--- src/rtl/pmod_freq_meter.sv ---
// Multi-channel edge-rate and activity meter with per-channel divided toggle outputs.
// Define FREQ_METER_MINMAX_EN to add per-channel min/max tracking of the latched counts.
module pmod_freq_meter #(
    parameter int unsigned CH_NUM      = 4,
    parameter int unsigned CNT_W       = 32,
    parameter int unsigned GATE_CYCLES = 27_000_000,
    parameter int unsigned SYNC_STAGES = 2
) (
    input  logic                      I_clk,
    input  logic                      I_rst,
    input  logic                      I_en,
    input  logic [CH_NUM-1:0]         I_sig,
    input  logic [CNT_W-1:0]          I_div_half,
`ifdef FREQ_METER_MINMAX_EN
    input  logic                      I_clr_minmax,
    output logic [CH_NUM*CNT_W-1:0]   O_min,
    output logic [CH_NUM*CNT_W-1:0]   O_max,
`endif
    output logic [CH_NUM*CNT_W-1:0]   O_count,
    output logic [CH_NUM-1:0]         O_ovf,
    output logic                      O_valid,
    output logic [CH_NUM-1:0]         O_toggle
);

    localparam int unsigned     GATE_W    = (GATE_CYCLES > 2) ? $clog2(GATE_CYCLES) : 1;
    localparam logic [GATE_W-1:0] GATE_LAST = GATE_W'(GATE_CYCLES - 1);
    localparam logic [CNT_W-1:0]  CNT_MAX   = '1;

    // Input synchronisers and registered rising-edge detect
    logic [CH_NUM-1:0][SYNC_STAGES-1:0] sync_q;
    logic [CH_NUM-1:0]                  sync_last;
    logic [CH_NUM-1:0]                  prev_q;
    logic [CH_NUM-1:0]                  pulse_q;

    always_comb begin
        sync_last = '0;
        for (int i = 0; i < int'(CH_NUM); i++) begin
            sync_last[i] = sync_q[i][SYNC_STAGES-1];
        end
    end

    always_ff @(posedge I_clk or posedge I_rst) begin
        if (I_rst) begin
            sync_q  <= '0;
            prev_q  <= '0;
            pulse_q <= '0;
        end else begin
            for (int i = 0; i < int'(CH_NUM); i++) begin
                sync_q[i] <= {sync_q[i][SYNC_STAGES-2:0], I_sig[i]};
            end
            prev_q  <= sync_last;
            pulse_q <= sync_last & ~prev_q;
        end
    end

    // Gate window
    logic [GATE_W-1:0] gate_q, gate_d;
    logic              tc;
    logic              valid_q, valid_d;

    always_comb begin
        tc      = I_en && (gate_q == GATE_LAST);
        valid_d = tc;
        if (!I_en || tc) begin
            gate_d = '0;
        end else begin
            gate_d = gate_q + 1'b1;
        end
    end

    // Per-channel edge counters, latched results and dividers
    logic [CH_NUM-1:0][CNT_W-1:0] edge_q, edge_d;
    logic [CH_NUM-1:0]            win_ovf_q, win_ovf_d;
    logic [CH_NUM-1:0][CNT_W-1:0] inc_cnt;
    logic [CH_NUM-1:0]            inc_ovf;
    logic [CH_NUM-1:0][CNT_W-1:0] count_q, count_d;
    logic [CH_NUM-1:0]            ovf_q, ovf_d;
    logic [CH_NUM-1:0][CNT_W-1:0] div_q, div_d;
    logic [CH_NUM-1:0]            tog_q, tog_d;

    always_comb begin
        edge_d    = edge_q;
        win_ovf_d = win_ovf_q;
        inc_cnt   = edge_q;
        inc_ovf   = win_ovf_q;
        count_d   = count_q;
        ovf_d     = ovf_q;
        div_d     = div_q;
        tog_d     = tog_q;
        for (int i = 0; i < int'(CH_NUM); i++) begin
            // Saturating increment; this value is also what gets latched at TC
            if (pulse_q[i]) begin
                if (edge_q[i] == CNT_MAX) begin
                    inc_ovf[i] = 1'b1;
                end else begin
                    inc_cnt[i] = edge_q[i] + 1'b1;
                end
            end

            if (!I_en || tc) begin
                edge_d[i]    = '0;
                win_ovf_d[i] = 1'b0;
            end else begin
                edge_d[i]    = inc_cnt[i];
                win_ovf_d[i] = inc_ovf[i];
            end

            if (tc) begin
                count_d[i] = inc_cnt[i];
                ovf_d[i]   = inc_ovf[i];
            end

            // Divider ignores the gate and I_en; >= covers a shrunk I_div_half
            if (I_div_half == '0) begin
                div_d[i] = '0;
            end else if (pulse_q[i]) begin
                if (div_q[i] >= I_div_half - 1'b1) begin
                    div_d[i] = '0;
                    tog_d[i] = ~tog_q[i];
                end else begin
                    div_d[i] = div_q[i] + 1'b1;
                end
            end
        end
    end

    always_ff @(posedge I_clk or posedge I_rst) begin
        if (I_rst) begin
            gate_q    <= '0;
            valid_q   <= 1'b0;
            edge_q    <= '0;
            win_ovf_q <= '0;
            count_q   <= '0;
            ovf_q     <= '0;
            div_q     <= '0;
            tog_q     <= '0;
        end else begin
            gate_q    <= gate_d;
            valid_q   <= valid_d;
            edge_q    <= edge_d;
            win_ovf_q <= win_ovf_d;
            count_q   <= count_d;
            ovf_q     <= ovf_d;
            div_q     <= div_d;
            tog_q     <= tog_d;
        end
    end

    assign O_count  = count_q;
    assign O_ovf    = ovf_q;
    assign O_valid  = valid_q;
    assign O_toggle = tog_q;

`ifdef FREQ_METER_MINMAX_EN
    logic [CH_NUM-1:0][CNT_W-1:0] min_q, min_d;
    logic [CH_NUM-1:0][CNT_W-1:0] max_q, max_d;

    // Clear wins over folding in a count latched in the same cycle
    always_comb begin
        min_d = min_q;
        max_d = max_q;
        for (int i = 0; i < int'(CH_NUM); i++) begin
            if (I_clr_minmax) begin
                min_d[i] = CNT_MAX;
                max_d[i] = '0;
            end else if (tc) begin
                if (inc_cnt[i] < min_q[i]) min_d[i] = inc_cnt[i];
                if (inc_cnt[i] > max_q[i]) max_d[i] = inc_cnt[i];
            end
        end
    end

    always_ff @(posedge I_clk or posedge I_rst) begin
        if (I_rst) begin
            min_q <= {CH_NUM{CNT_MAX}};
            max_q <= '0;
        end else begin
            min_q <= min_d;
            max_q <= max_d;
        end
    end

    assign O_min = min_q;
    assign O_max = max_q;
`endif

endmodule

--- config.mk ---
export PLATFORM = sky130hd
export DESIGN_NAME = pmod_freq_meter
export DESIGN_NICKNAME = d
export VERILOG_FILES = /design/src/rtl/pmod_freq_meter.sv
export SDC_FILE = /design/constraint.sdc
export NUM_CORES = 1
export LEC_CHECK = 0
export ABC_AREA = 1
export BUFFER_PORTS_ARGS = -buffer_cell sky130_fd_sc_hd__buf_2
export CAP_MARGIN = 20
export CORE_MARGIN = 2
export CORE_UTILIZATION = 45
export DETAILED_ROUTE_END_ITERATION = 16
export SYNTH_ARGS = -nofsm -noshare
export SYNTH_HDL_FRONTEND = slang
export SYNTH_SLANG_ARGS = --single-unit
--- constraint.sdc ---
create_clock -name I_clk -period 15.1 [get_ports I_clk]
set_clock_uncertainty 0.05 [all_clocks]
set_input_delay 3.02 -clock I_clk [delete_from_list [all_inputs] [get_ports I_clk]]
set_output_delay 3.02 -clock I_clk [all_outputs]
set_load 0.01 [all_outputs]
==> flow_summary.json <==
{
  "status": "finished, final reports clean",
  "rsz0062_at_grt": "no",
  "ant_nets": 0,
  "die_h_um": 248,
  "diodes": 0,
  "die_w_um": 248,
  "synth-seq-cells": 438,
  "fmax_mhz": 140,
  "hp-class": "register to register",
  "ys_seq_area_share_pct": 40.9,
  "synthToLayoutAreaGrowth_pct": 12.8,
  "p_per_area_mw_per_mm2": 95.2,
  "syn_area_mm2": 0.0268,
  "finalSetupTns_ns": 0,
  "yosysWarnings": 0,
  "drv_cap": 0,
  "worstPathMaxFanout": 29,
  "antenna_found_initial": 0,
  "finalCriticalPeriod_ns": 7.14,
  "place_ws_ns": 7.41,
  "firstDrtPassIters": 5,
  "synth_area_leaders": "dfrtp_1, nand2_1, ha_1",
  "post-cts-setup-buffer-count": 0,
  "clkTransAtPathRegs_ns": 0.06,
  "clk_path_buf_depth": 3,
  "synthArstFlopShare_pct": 100,
  "cts-buffers-inserted": 51,
  "cp.required_ns": 15.54,
  "io_pins": 176,
  "cp.arrival_ns": 7.58,
  "grt_pass1_wl_um": 121000,
  "drive_gt1_share_pct": 9.56,
  "p_leak_nw": 15.1,
  "io_buffer_count": 175,
  "tritoncts": "yes",
  "grt_max_degree": 133,
  "cts_resized": 0,
  "nets": 3862,
  "place_area_mm2": 0.0284,
  "place_hpwl_um": 54600,
  "synth_area_leader_cell": "dfrtp_1",
  "ys_dominant_reg_cell": "dfrtp_1",
  "synth.top_cell.area_share_pct": 40.9,
  "wire_per_inst_um": 16.6,
  "clockRootBuffer": "clkbuf_16",
  "cts_max_level": 2,
  "coreArea_mm2": 0.0589,
  "setup_slack_ns": 7.96,
  "row_count": 89,
  "crit_path_start_kind": "input pin",
  "fin_hold_ws_ns": 0.298,
  "first_global_vias": 22400,
  "grt_usage_pct": 24.4,
  "dp_cells": 4410,
  "synth_edf_count": 0,
  "clk_latency_ns": 0.61,
  "syn_nets": 3707,
  "synth_cell_types": 46,
  "stdcell_area_mm2": 0.0302,
  "die-area_mm2": 0.0615,
  "clock_sinks": 438,
  "vdd_ir_drop_max_uv": 94.0,
  "finalCritPeriodShare_pct": 47.3,
  "drtIter0Drc": 1647,
  "gp_congestion": 0.912,
  "cp-end-kind": "register",
  "avgSynthCellArea_um2": 7.58,
  "routed_wl_um": 75000,
  "initial_core_util_pct": 45.5,
  "synth_cells": 3537,
  "worst_pin_slew_ns": 1.10,
  "final-instance-count-excl-fill": 4506,
  "drc": 0,
  "grt_overflow": 0,
  "slew_headroom_pct": 26.7,
  "vias": 23700,
  "hold_violations": 0,
  "path_class": "input pin to register",
  "hold_buffers": 0,
  "n_fill_cell": 5785,
  "setup_viol": 0,
  "slew_violations": 0,
  "viasPerCell": 5.26
}
sequential cells by signal, summed over array words and instances, names as in the netlist:
register	cells
O_count	128
div_q	128
edge_q	128
gate_q	25
O_ovf	4
O_toggle	4
prev_q	4
pulse_q	4
sync_last	4
sync_q	4
win_ovf_q	4
O_valid	1
routing by layer:
layer	routed length (µm)	part of all wire, %	GRT usage [%]
met1	35700	48	34.9
met2	33800	45	38.8
met3	3970	5.3	3.82
met4	1560	2.1	5.81
met5	0	0	0
where the power goes:
| part | leakage (nW) | switching [mW] | internal [mW] |
|---|---|---|---|
| Clock | 0.879 | 0.521 | 0.801 |
| Combinational | 8.43 | 0.193 | 0.0956 |
| Sequential | 5.75 | 0.0476 | 1.22 |
layout by cell type (no fill, tap or decap), types with 5 or more instances in the layout:
| master | Yosys | routed |
|---|---|---|
| buf_4 | 4 | 23 |
| clkbuf_16 | 0 | 52 |
| o21a_1 | 15 | 15 |
| nor2_1 | 418 | 413 |
| nand3_1 | 118 | 118 |
| buf_2 | 15 | 175 |
| and2_1 | 6 | 6 |
| ha_1 | 131 | 131 |
| xnor2_1 | 63 | 63 |
| dfrtp_1 | 438 | 438 |
| bufinv_16 | 0 | 7 |
| clkinv_1 | 7 | 7 |
| nand4_1 | 202 | 202 |
| o22ai_1 | 12 | 12 |
| nor3_1 | 130 | 130 |
| a211oi_1 | 13 | 13 |
| clkinv_2 | 0 | 8 |
| nand2_2 | 11 | 11 |
| clkbuf_8 | 0 | 9 |
| nand2_1 | 911 | 910 |
| o21ai_1 | 5 | 5 |
| o21ai_0 | 184 | 184 |
| clkbuf_1 | 67 | 11 |
| nor2_2 | 17 | 22 |
| inv_1 | 409 | 407 |
| a21oi_1 | 67 | 66 |
| nor4_1 | 72 | 72 |
| o21bai_1 | 9 | 9 |
| xor2_1 | 143 | 143 |
| nor3_2 | 8 | 8 |
| nand4_2 | 11 | 11 |
through the flow:
stage               util, %  power [mW]
global route           51.3        3.01
floorplan                 -        1.47
finish                 51.3        2.88
CTS                    51.3        2.91
global placement       48.2        1.57
detailed placement     48.2        1.58
cells in the mapped netlist, drive strengths merged, types with 74 or more instances:
cell type  count
ha           131
nand3        119
o21ai        189
nand2        924
nor2         439
dfrtp        438
inv          412
nor3         138
nor4          74
nand4        213
xor2         143
cells by family (layout without fill, tap and decap cells):
family	Yosys count	in the layout	share of synthesized area, %
muxes	2	2	0.0747
and+or+nand+nor	1927	1927	32.1
xor gates and xnor gates	206	206	6.73
DFF	438	438	40.9
buffers and inverters	517	713	7.57
adders and majority gates	131	131	6.12
AOI/OAI and AO/OA	316	316	6.46
worst max-delay path, cell delays in order:
cell,delay [ns]
buf_2,0.09
inv_1,0.41
ha_1,0.39
nand2_1,0.12
nor2_1,0.34
inv_1,0.07
nor2_1,0.17
nand2_1,0.10
nor2_1,0.22
nand3_1,0.15
nor2_1,0.15
xor2_1,0.42
ha_1,0.19
nand2_1,0.05
inv_1,0.06
nand3_1,0.08
nor3_1,0.40
nand2_1,0.75
nand4_1,0.30
nand2_1,0.07
worst paths after layout:
kind / cells after the start / startpoint / end / slack, ns
worst max-delay path: 20 / I_div_half[0] / div_q[39] / 7.96
worst min-delay path: 0 / sync_q[2] / sync_last[1] / 0.30
worst max register to register: 9 / gate_q[0] / edge_q[113] / 11.93
worst min register to register: 0 / sync_q[2] / sync_last[1] / 0.30
max in group asynchronous: 5 / I_rst / gate_q[11] / 9.77
min in group asynchronous: 2 / I_rst / div_q[99] / 2.49
layout make-up:
class	count	area [µm²]	share of cell area [%]
Multi-Input combinational cell	2582	13800	45.7
Clock buffer	72	1470	4.85
Tap cell	773	967	3.20
Sequential cell	438	11000	36.3
Timing Repair Buffer	200	1090	3.60
Clock inverter	22	340	1.13
Inverter	419	1580	5.22
No activity file was read; power rests on OpenSTA's default activity.
